### config.mk
export PLATFORM = sky130hd
export DESIGN_NAME = hier_node_sequencer_flat
export DESIGN_NICKNAME = d
export VERILOG_FILES = /design/src/rtl/hier_node_sequencer_if.sv /design/src/rtl/hier_node_sequencer.sv /design/src/flat_wrapper.sv
export SDC_FILE = /design/constraint.sdc
export NUM_CORES = 1
export LEC_CHECK = 0
export ABC_CLOCK_PERIOD_IN_PS = 7600
export CORE_ASPECT_RATIO = 0.5
export CORE_MARGIN = 2
export CORE_UTILIZATION = 43
export CTS_CLUSTER_DIAMETER = 80
export CTS_CLUSTER_SIZE = 28
export DETAILED_ROUTE_END_ITERATION = 16
export PLACE_DENSITY = 0.65
export SLEW_MARGIN = 20
export SYNTH_ARGS = -nofsm -noshare
export SYNTH_HDL_FRONTEND = slang
export SYNTH_SLANG_ARGS = --single-unit
### constraint.sdc
create_clock -name clk -period 7.6 [get_ports clk]
set_clock_uncertainty 0.2 [all_clocks]
set_input_delay 1.52 -clock clk [delete_from_list [all_inputs] [get_ports clk]]
set_output_delay 1.52 -clock clk [all_outputs]
set_load 0.01 [all_outputs]
### src/rtl/hier_node_sequencer_if.sv
// Start/completion bundle between a hierarchy node sequencer and its parent:
// start/mode/enable requests in, child launch and completion status out.
interface hier_node_sequencer_if #(
  parameter int unsigned NUM_CHILD = 5
);
  logic                 start_i;
  logic                 mode_i;
  logic [NUM_CHILD-1:0] child_en_i;
  logic [NUM_CHILD-1:0] child_done_i;
  logic [NUM_CHILD-1:0] child_start_o;
  logic                 busy_o;
  logic                 done_o;
  logic [NUM_CHILD-1:0] done_mask_o;
  logic                 err_o;

  modport master (
    output start_i, mode_i, child_en_i, child_done_i,
    input  child_start_o, busy_o, done_o, done_mask_o, err_o
  );

  modport slave (
    input  start_i, mode_i, child_en_i, child_done_i,
    output child_start_o, busy_o, done_o, done_mask_o, err_o
  );
endinterface

### src/rtl/hier_node_sequencer.sv
// Hierarchy node controller: launches enabled children in parallel or serially
// and collects their completion. Optional per-wait timeout: HIER_SEQ_TIMEOUT_EN.
module hier_node_sequencer #(
  parameter int unsigned NUM_CHILD   = 5,
  parameter int unsigned TIMEOUT_CYC = 255,
  parameter int unsigned CNT_W       = 8
) (
  input  logic                   clk,
  input  logic                   rst,
  hier_node_sequencer_if.slave   bus
);

  if (NUM_CHILD == 0 || NUM_CHILD > 32 ||
      64'(TIMEOUT_CYC) >= (64'(1) << CNT_W)) begin : g_bad_cfg
    $error("hier_node_sequencer: illegal parameter set");
  end

  typedef enum logic [1:0] {IDLE, LAUNCH, WAIT, FINISH} state_t;

  state_t               state_q;
  logic                 mode_q;
  logic [NUM_CHILD-1:0] mask_q;
  logic [NUM_CHILD-1:0] cap_q;
  logic [NUM_CHILD-1:0] launched_q;
  logic [NUM_CHILD-1:0] cur_q;
  logic [NUM_CHILD-1:0] start_q;
  logic [NUM_CHILD-1:0] done_mask_q;
  logic                 busy_q;
  logic                 done_q;

  logic [NUM_CHILD-1:0] cap_nxt;
  logic [NUM_CHILD-1:0] pend;
  logic [NUM_CHILD-1:0] next_hot;
  logic [NUM_CHILD-1:0] first_hot;
  logic                 cur_done;
  logic                 tmo;

  // Only dones from launched children count; x & -x isolates the lowest set bit.
  assign cap_nxt   = cap_q | (bus.child_done_i & launched_q);
  assign pend      = mask_q & ~launched_q;
  assign next_hot  = pend & (~pend + NUM_CHILD'(1));
  assign first_hot = bus.child_en_i & (~bus.child_en_i + NUM_CHILD'(1));
  assign cur_done  = mode_q ? |(cap_nxt & cur_q) : (cap_nxt == mask_q);

`ifdef HIER_SEQ_TIMEOUT_EN
  logic [CNT_W-1:0] cnt_q;
  logic             err_q;
  assign tmo       = (cnt_q == CNT_W'(TIMEOUT_CYC));
  assign bus.err_o = err_q;
`else
  assign tmo       = 1'b0;
  assign bus.err_o = 1'b0;
`endif

  assign bus.child_start_o = start_q;
  assign bus.busy_o        = busy_q;
  assign bus.done_o        = done_q;
  assign bus.done_mask_o   = done_mask_q;

  always_ff @(posedge clk) begin
    if (rst) begin
      state_q     <= IDLE;
      mode_q      <= 1'b0;
      mask_q      <= '0;
      cap_q       <= '0;
      launched_q  <= '0;
      cur_q       <= '0;
      start_q     <= '0;
      done_mask_q <= '0;
      busy_q      <= 1'b0;
      done_q      <= 1'b0;
`ifdef HIER_SEQ_TIMEOUT_EN
      cnt_q       <= '0;
      err_q       <= 1'b0;
`endif
    end else begin
      start_q <= '0;
      done_q  <= 1'b0;
      case (state_q)
        IDLE: begin
          if (bus.start_i) begin
            mode_q      <= bus.mode_i;
            mask_q      <= bus.child_en_i;
            cap_q       <= '0;
            done_mask_q <= '0;
            busy_q      <= 1'b1;
            cur_q       <= first_hot;
            // Pulses are registered here so they appear in the LAUNCH cycle.
            start_q     <= bus.mode_i ? first_hot : bus.child_en_i;
            launched_q  <= bus.mode_i ? first_hot : bus.child_en_i;
`ifdef HIER_SEQ_TIMEOUT_EN
            err_q       <= 1'b0;
`endif
            state_q     <= LAUNCH;
          end
        end
        LAUNCH: begin
          if (launched_q == '0) begin
            done_q      <= 1'b1;
            done_mask_q <= cap_q;
            busy_q      <= 1'b0;
            state_q     <= FINISH;
          end else begin
`ifdef HIER_SEQ_TIMEOUT_EN
            cnt_q       <= '0;
`endif
            state_q     <= WAIT;
          end
        end
        WAIT: begin
          cap_q <= cap_nxt;
`ifdef HIER_SEQ_TIMEOUT_EN
          cnt_q <= cnt_q + CNT_W'(1);
          if (tmo && !cur_done) begin
            err_q <= 1'b1;
          end
`endif
          if (cur_done || tmo) begin
            if (mode_q && pend != '0) begin
              start_q    <= next_hot;
              launched_q <= launched_q | next_hot;
              cur_q      <= next_hot;
              state_q    <= LAUNCH;
            end else begin
              done_q      <= 1'b1;
              done_mask_q <= cap_nxt;
              busy_q      <= 1'b0;
              state_q     <= FINISH;
            end
          end
        end
        FINISH: begin
          state_q <= IDLE;
        end
        default: begin
          state_q <= IDLE;
        end
      endcase
    end
  end

endmodule
### src/flat_wrapper.sv
// flat-port wrapper written by rule: the top's interface ports become plain ports
module hier_node_sequencer_flat 
#(
  parameter int unsigned NUM_CHILD   = 5,
  parameter int unsigned TIMEOUT_CYC = 255,
  parameter int unsigned CNT_W       = 8
)
  (clk, rst, bus_start_i, bus_mode_i, bus_child_en_i, bus_child_done_i, bus_child_start_o, bus_busy_o, bus_done_o, bus_done_mask_o, bus_err_o);
  hier_node_sequencer_if #(.NUM_CHILD(NUM_CHILD)) bus_i ();
  input  logic clk;
  input  logic rst;
  input wire logic [$bits(bus_i.start_i)-1:0] bus_start_i;
  input wire logic [$bits(bus_i.mode_i)-1:0] bus_mode_i;
  input wire logic [$bits(bus_i.child_en_i)-1:0] bus_child_en_i;
  input wire logic [$bits(bus_i.child_done_i)-1:0] bus_child_done_i;
  output wire logic [$bits(bus_i.child_start_o)-1:0] bus_child_start_o;
  output wire logic [$bits(bus_i.busy_o)-1:0] bus_busy_o;
  output wire logic [$bits(bus_i.done_o)-1:0] bus_done_o;
  output wire logic [$bits(bus_i.done_mask_o)-1:0] bus_done_mask_o;
  output wire logic [$bits(bus_i.err_o)-1:0] bus_err_o;
  assign bus_i.start_i = bus_start_i;
  assign bus_i.mode_i = bus_mode_i;
  assign bus_i.child_en_i = bus_child_en_i;
  assign bus_i.child_done_i = bus_child_done_i;
  assign bus_child_start_o = bus_i.child_start_o;
  assign bus_busy_o = bus_i.busy_o;
  assign bus_done_o = bus_i.done_o;
  assign bus_done_mask_o = bus_i.done_mask_o;
  assign bus_err_o = bus_i.err_o;
  hier_node_sequencer #(.NUM_CHILD(NUM_CHILD), .TIMEOUT_CYC(TIMEOUT_CYC), .CNT_W(CNT_W)) u_core (.clk(clk), .rst(rst), .bus(bus_i));
endmodule
# [Word-level counts from Yosys, hierarchy flattened]
# Cells that the tools add are included.
# Widths: inputs -> output; s select.
[totals] mem_count=0 ramBits=0 reg_bits=35 elab_cells=77 romBits=0 output_inout_bits=13 latchBits=0
[op_classes] reduce_logical=12 add_sub_neg=2 n_bitwise=10 shift=0 n_mul=0 n_mux=34 n_lt_le_gt_ge=0 n_eq_ne=9 n_div=0
[ops] cell="$mux 5" n=14
[ops] cell="$pmux 5 s2" n=4
[ops] cell="$and 5x5->5" n=5
[ops] cell="$not 5->5" n=3
[ops] cell="$pmux 5 s3" n=1
[ops] cell="$add 5x1->5 const B" n=2
[ops] cell="$or 5x5->5" n=2
[ops] cell="$mux 1" n=9
[ops] cell="$pmux 2 s4" n=1
[ops] cell="$mux 2" n=3
[ops] cell="$ne 2x1->1 const B" n=3
[ops] cell="$reduce_and 2->1" n=3
[ops] cell="$eq 5x5->1" n=1
[ops] cell="$logic_not 5->1" n=1
[ops] cell="$reduce_and 5->1" n=1
[ops] cell="$reduce_bool 5->1" n=1
[ops] cell="$reduce_or 5->1" n=1
[ops] cell="$eq 2x2->1 const B" n=2
[ops] cell="$ne 2x2->1 const B" n=2
[ops] cell="$reduce_and 4->1" n=1
[ops] cell="$pmux 1 s3" n=1
[ops] cell="$reduce_bool 3->1" n=1
[ops] cell="$eq 2x1->1 const B" n=1
[ops] cell="$logic_not 2->1" n=1
[ops] cell="other kinds (3)" n=3

# [Logic depth before layout (Yosys ltp)]
# Gate-level depths: netlist of run 1.
[depth] word_depth=9 ltp_mapped=7 depth_no_buf=7

# [Least setup slack after synthesis of run 1]
# OpenSTA, ideal clock, no wires.
[synth_path] kind="input -> register" startpoint="in bus_child_done_i[2]" endpoint="reg u_core.cur_q[2]" stages=6 setup_ns=0.119 arrival_time_ns=3.255 setup_slack_ns=4.027 path_cell_list="a21o_1 > xor2_1 > or4_4 > o31a_1 > or3_1 > o221a_1"
[synth_between] elab_chain_cells=7
[synth_lines] item="start: declaration" line="flat_wrapper.sv:15" rtl="input wire logic [$bits(bus_i.child_done_i)-1:0] bus_child_done_i;"
[synth_lines] item="$and 5x5->5 (*)" line="hier_node_sequencer.sv:39" rtl="assign cap_nxt = cap_q | (bus.child_done_i & launched_q);"
[synth_lines] item="$or 5x5->5 (*)" line="hier_node_sequencer.sv:39"
[synth_lines] item="$and 5x5->5" line="hier_node_sequencer.sv:43" rtl="assign cur_done = mode_q ? |(cap_nxt & cur_q) : (cap_nxt == mask_q);"
[synth_lines] item="$reduce_or 5->1" line="hier_node_sequencer.sv:43"
[synth_lines] item="$mux 1 (*)" line="hier_node_sequencer.sv:43"
[synth_lines] item="$ne 2x1->1 (no line) (*)"
[synth_lines] item="$reduce_and 4->1 (no line) (*)"
[synth_lines] item="end signal: assignment" line="hier_node_sequencer.sv:87" rtl="cur_q <= first_hot;"
[synth_lines] item="end signal: assignment" line="hier_node_sequencer.sv:122" rtl="cur_q <= next_hot;"
[synth_lines] item="end: declaration" line="hier_node_sequencer.sv:25" rtl="logic [NUM_CHILD-1:0] cur_q;"
# Every way passes the cells marked *; elsewhere a longest branch is shown, timed or not.
# A chain may end at the register's enable or synchronous reset.

# [Final worst setup path of run 1]
[layout_path] startpoint="in bus_child_done_i[1]" endpoint="reg u_core.done_mask_q[4], in the netlist u_core.bus.done_mask_o[4]"
[layout_between] elab_chain_cells=7
[layout_lines] item="$and 5x5->5 (*)" line="hier_node_sequencer.sv:39"
[layout_lines] item="$or 5x5->5 (*)" line="hier_node_sequencer.sv:39"
[layout_lines] item="$and 5x5->5" line="hier_node_sequencer.sv:43"
[layout_lines] item="$reduce_or 5->1" line="hier_node_sequencer.sv:43"
[layout_lines] item="$mux 1 (*)" line="hier_node_sequencer.sv:43"
[layout_lines] item="$ne 2x1->1 (no line) (*)"
[layout_lines] item="$reduce_and 5->1 (no line) (*)"
[layout_lines] item="end signal: assignment" line="hier_node_sequencer.sv:100" rtl="done_mask_q <= cap_q;"
[layout_lines] item="end signal: assignment" line="hier_node_sequencer.sv:126" rtl="done_mask_q <= cap_nxt;"
[layout_lines] item="end: declaration" line="hier_node_sequencer.sv:27" rtl="logic [NUM_CHILD-1:0] done_mask_q;"
# Marks and branches as above.

==> flow_metrics.env, run 1 <==
export IMPL_status="completed"
export IMPL_async_flop_share_pct=0
export IMPL_synth_top_area_share_pct=37.2
export IMPL_cp_required_ns=7.57
export IMPL_maxSlewViolCount=0
export IMPL_area_growth_pct=19.7
export IMPL_grt_max_degree=32
export IMPL_drive_gt1_share_pct=7.23
export IMPL_period_needed_ns=4.07
export IMPL_die_h_um=50.8
export IMPL_criticalPathCategory="in2reg"
export IMPL_yosysTopAreaCell="dfxtp_1"
export IMPL_cts_resized=0
export IMPL_cp_arrival_ns=4.05
export IMPL_pin_count=27
export IMPL_cts_sink_count=35
export IMPL_grt_pass1_wl_mm=7.62
export IMPL_syn_area_sq_um=1880
export IMPL_remaining_drc_errors=0
export IMPL_hold_class="reg2reg"
export IMPL_power_leakage_nw=0.874
export IMPL_yosys_top_cells_count="dfxtp_1, nand2_1, a21oi_1"
export IMPL_grt_pass1_vias=1508
export IMPL_cts_tree="done"
export IMPL_period_share_pct=53.6
export IMPL_cts_root_buf="clkbuf_8"
export IMPL_ys_seq_area_share_pct=37.2
export IMPL_io_buffer_count=25
export IMPL_placementRows=16
export IMPL_path_clk_slew_ns=0.07
export IMPL_yosysUniqueCellTypes=47
export IMPL_cp_end_kind="flop"
export IMPL_core_sq_um=4040
export IMPL_wirelength_mm=4.90
export IMPL_synth_edf_count=0
export IMPL_ant_nets=0
export IMPL_avgSynthCellArea_sq_um=8.33
export IMPL_synth_most_common_cell="dfxtp_1"
export IMPL_antenna_diode_count=0
export IMPL_fin_nets=267
export IMPL_post_cts_buffers=0
export IMPL_dp_final_hpwl_mm=3.58
export IMPL_ir_drop_mv=0.112
export IMPL_drt_iter0_drc=122
export IMPL_vias=1728
export IMPL_vias_per_cell=5.70
export IMPL_antenna_found_initial=0
export IMPL_gp_congestion=0.896
export IMPL_finalHoldViolCount=0
export IMPL_setup_viol=0
export IMPL_startpoint_type="input port"
export IMPL_drv_cap=0
export IMPL_cp_max_fo=16
export IMPL_syn_num_nets=244
export IMPL_htreeDepth=2
export IMPL_holdWs_ns=0.315
export IMPL_powerDensity_nw_per_um2=330
export IMPL_grtUsageTotal_pct=19.8
export IMPL_synthTopCellsByArea="dfxtp_1, a21oi_1, nand2_1"
export IMPL_synth_seq_cells=35
export IMPL_gr_total_overflow=0
export IMPL_initial_core_util_pct=46.6
export IMPL_dieArea_sq_um=4960
export IMPL_firstDrtPassIters=4
export IMPL_clk_latency_ns=0.28
export IMPL_rsz0062_at_grt="false"
export IMPL_maxSlewHeadroom_pct=41.7
export IMPL_hold_buffers=0
export IMPL_ys_warn_count=0
export IMPL_wl_per_cell_um=16.2
export IMPL_synthCells=226
export IMPL_fp_dieW_um=97.6
export IMPL_synth_ff_type="dfxtp_1"
export IMPL_max_freq_ghz=0.245
export IMPL_setup_tns_ns=0
export IMPL_cts_made_buffers=5
export IMPL_clk_path_buf_depth=2
export IMPL_tightest_slew_ns=0.867
==> layout by cell type (no fill, tap or decap), drive strengths merged, types with 3 or more instances in the layout <==
cell type,instances
o21ai,8
nor2b,8
o221a,3
nor2,18
a21o,6
a21oi,23
xor2,5
clkdlybuf4s50,25
nand2,25
clkbuf,6
ha,4
nor3b,4
nand2b,8
mux2,4
o21bai,7
dfxtp,35
inv,6
nand3,3
a211oi,11
a31oi,7
==> final cells by class <==
class	count	area (sq um)
clock buffers	6	82.6
clock inverters	1	5.00
fillers	393	1790
inverters	6	22.5
multi-input cells	174	1110
flip-flops and latches	35	701
well taps	54	67.6
repair buffers	27	265
==> metal layers <==
layer | up-vias | wire length (um) | global-route usage (%)
li1 | 869 | - | -
met1 | 792 | 2510 | 28.5
met2 | 65 | 2000 | 30.1
met3 | 2 | 367 | 5.15
met4 | 0 | 19 | 3.70
met5 | - | 0 | 0
==> where the power goes <==
group / internal, mW / leakage [nW] / switching (mW)
Clock: 0.0711 / 0.0470 / 0.0644
Sequential: 0.225 / 0.286 / 0.0476
Combinational: 0.136 / 0.541 / 0.201
Total: 0.432 / 0.874 / 0.313
==> path summary, 6_finish.rpt <==
kind / startpoint / to / slack [ns] / depth (start not counted)
worst max-delay path: bus_child_done_i[1] / u_core.bus.done_mask_o[4] / 3.53 / 7
worst min-delay path: u_core.bus.busy_o / u_core.bus.busy_o / 0.31 / 2
worst max register to register: u_core.launched_q[2] / u_core.bus.done_mask_o[4] / 4.82 / 6
worst min register to register: u_core.bus.busy_o / u_core.bus.busy_o / 0.31 / 2
==> state kept, by name, summed over array words and instances (netlist names) <==
register                  flops
u_core.bus.busy_o             1
u_core.bus.child_start_o      5
u_core.bus.done_mask_o        5
u_core.bus.done_o             1
u_core.cap_q                  5
u_core.cur_q                  5
u_core.launched_q             5
u_core.mask_q                 5
u_core.mode_q                 1
u_core.state_q                2
==> worst max-delay path, cell delays in order <==
cell and delay (ns):
clkdlybuf4s50_1 0.44, a21o_1 0.23, xor2_1 0.14, or4_4 0.54, o311ai_4 0.60, nand2_1 0.25, mux2_2 0.33
==> metrics by stage <==
stage	instance area (sq um)	total power, mW	std cells	util (%)	setup slack, ns
finish	2250	0.745	303	55.8	3.53
global route	2250	0.791	303	55.8	3.41
CTS	2250	0.745	303	55.8	3.52
detailed placement	2170	0.609	296	53.6	3.23
global placement	2170	0.603	296	53.6	3.28
floorplan	1880	0.513	226	-	4.03
==> cells by family after synthesis <==
group / count (synthesis) / synth area share, %
xor gates and xnor gates: 5 / 2.33
muxes: 5 / 2.92
buffers and inverters: 17 / 3.79
other: 1 / 0.199
DFF: 35 / 37.2
AOI/OAI and AO/OA: 81 / 30.4
adders and majority gates: 4 / 2.66
and+or+nand+nor: 78 / 20.5
Note: power is estimated with default switching activity, not from simulation.
==> inputs of run 2 (changes only) <==
ABC_CLOCK_PERIOD_IN_PS = 3400   (was 7600)
PLACE_DENSITY = 0.68   (was 0.65)
clock period = 3.4 ns   (was 7.6 ns; I/O delays follow)
==> run 2 against run 1 <==
  * Register-to-register slack worse by 4.0 ns
  * Combinational power up 130%
  * Flip-flop and latch count unchanged
  * Cell count up 1.7%
  * Largest power group unchanged
  * Sequential power up 120%
  * Core utilization up 0.59 points
  * Critical path depth unchanged
  * Die area unchanged
  * Via count up 3.1%
  * Total power up 120%
  * Clock power up 120%
  * First-iteration DRC count down 30%
==> flow_metrics.env, run 2 (synthesized netlist as in run 1, its figures left out) <==
export IMPL_clock_power_share_pct=17.9
export IMPL_dp_cells=300
export IMPL_power_internal_uw=962
export IMPL_period_needed_ns=2.99
export IMPL_rsz0062_at_grt="false"
export IMPL_stdcell_count=308
export IMPL_reg2reg_depth=6
export IMPL_grt_pass1_vias=1592
export IMPL_cts_made_buffers=5
export IMPL_initial_core_util_pct=46.6
export IMPL_cts_sink_count=35
export IMPL_power_mw=1.67
export IMPL_max_freq_ghz=0.334
export IMPL_vias_per_cell=5.78
export IMPL_cts_root_buf="clkbuf_8"
export IMPL_powerDensity_nw_per_um2=734
export IMPL_finalHoldViolCount=0
export IMPL_post_dp_cell_area_sq_um=2200
export IMPL_final_common_cell="dfxtp_1"
export IMPL_top_layer_used="met4"
export IMPL_wl_met3_um=353
export IMPL_dieArea_sq_um=4960
export IMPL_final_area_sq_um=2280
export IMPL_criticalPathCategory="in2reg"
export IMPL_placementRows=16
export IMPL_hold_buffers=0
export IMPL_io_buffer_count=25
export IMPL_period_share_pct=88.0
export IMPL_clk_latency_ns=0.30
export IMPL_holdPathStages=2
export IMPL_die_h_um=50.8
export IMPL_tightest_slew_ns=0.529
export IMPL_setup_tns_ns=0
export IMPL_area_growth_pct=21.0
export IMPL_cts_tree="done"
export IMPL_post_cts_buffers=0
export IMPL_wirelength_mm=4.91
export IMPL_drive_gt1_share_pct=8.27
export IMPL_cp_arrival_ns=2.98
export IMPL_antenna_diode_count=0
export IMPL_grtUsageTotal_pct=21.1
export IMPL_ir_drop_mv=0.267
export IMPL_comb_power_share_pct=46.1
export IMPL_cp_end_kind="flop"
export IMPL_ant_nets=0
export IMPL_vias=1781
export IMPL_gp_congestion=0.838
export IMPL_gr_total_overflow=0
export IMPL_p_sw_uw=710
export IMPL_setup_viol=0
export IMPL_startpoint_type="input port"
export IMPL_fp_dieW_um=97.6
export IMPL_drv_cap=0
export IMPL_status="completed"
export IMPL_holdWs_ns=0.315
export IMPL_wl_met1_mm=2.48
export IMPL_cp_required_ns=3.39
export IMPL_drt_iter0_drc=85
export IMPL_grt_max_degree=31
export IMPL_core_sq_um=4040
export IMPL_antenna_found_initial=0
export IMPL_place_worst_setup_slack_ns=0.118
export IMPL_pin_count=27
export IMPL_hold_class="reg2reg"
export IMPL_dp_final_hpwl_mm=3.52
export IMPL_htreeDepth=2
export IMPL_fin_nets=271
export IMPL_maxSlewHeadroom_pct=64.8
export IMPL_maxSlewViolCount=0
export IMPL_final_cell_mix="dfxtp_1, nand2_1, clkdlybuf4s50_1, a21oi_1, nor2_1"
export IMPL_path_clk_slew_ns=0.07
export IMPL_firstDrtPassIters=4
export IMPL_remaining_drc_errors=0
export IMPL_final_util_pct=56.3
export IMPL_swShare_pct=42.5
export IMPL_finalWorstSetupSlack_ns=0.409
export IMPL_cp_max_fo=3
export IMPL_grt_pass1_wl_mm=8.03
export IMPL_wl_per_cell_um=15.9
export IMPL_clk_path_buf_depth=2
export IMPL_cts_resized=0
export IMPL_power_leakage_nw=0.887
export IMPL_seqPwrFrac_pct=36.0
export IMPL_route_met2_wl_mm=2.00
run 2: area by class of cell:
type                       instances  area (sq um)
timing repair buffer              31           295
inverter                           6          22.5
fill                             373          1770
clock buffer                       7          76.3
multi-input combinational        174          1110
tap                               54          67.6
sequential                        35           701
clock inverter                     1          5.00
run 2: worst paths after layout:
| path | endpoint | from | slack [ns] |
|---|---|---|---|
| max | u_core.cur_q[2] | bus_child_done_i[1] | 0.41 |
| min reg2reg | u_core.cap_q[0] | u_core.cap_q[0] | 0.32 |
| max reg2reg | u_core.cur_q[2] | u_core.state_q[0] | 0.84 |
| min | u_core.cap_q[0] | u_core.cap_q[0] | 0.32 |
run 2: worst max-delay path, stage by stage:
cell             delay (ns)
clkdlybuf4s50_1        0.45
a21o_1                 0.23
xor2_1                 0.15
or4_4                  0.54
o31a_1                 0.31
or3_1                  0.40
o221a_1                0.23
run 2: layer usage:
metal,track usage (%),vias up
li1,-,881
met1,30.6,825
met2,29.9,68
met3,5.01,7
met4,8.56,0
met5,0,-
run 2: power groups by stage:
stage,registers (mW),logic (mW),clock network (mW)
floorplan,0.578,0.570,0
global placement,0.607,0.748,0
detailed placement,0.608,0.758,0
CTS,0.600,0.761,0.305
global route,0.614,0.848,0.327
finish,0.603,0.771,0.299
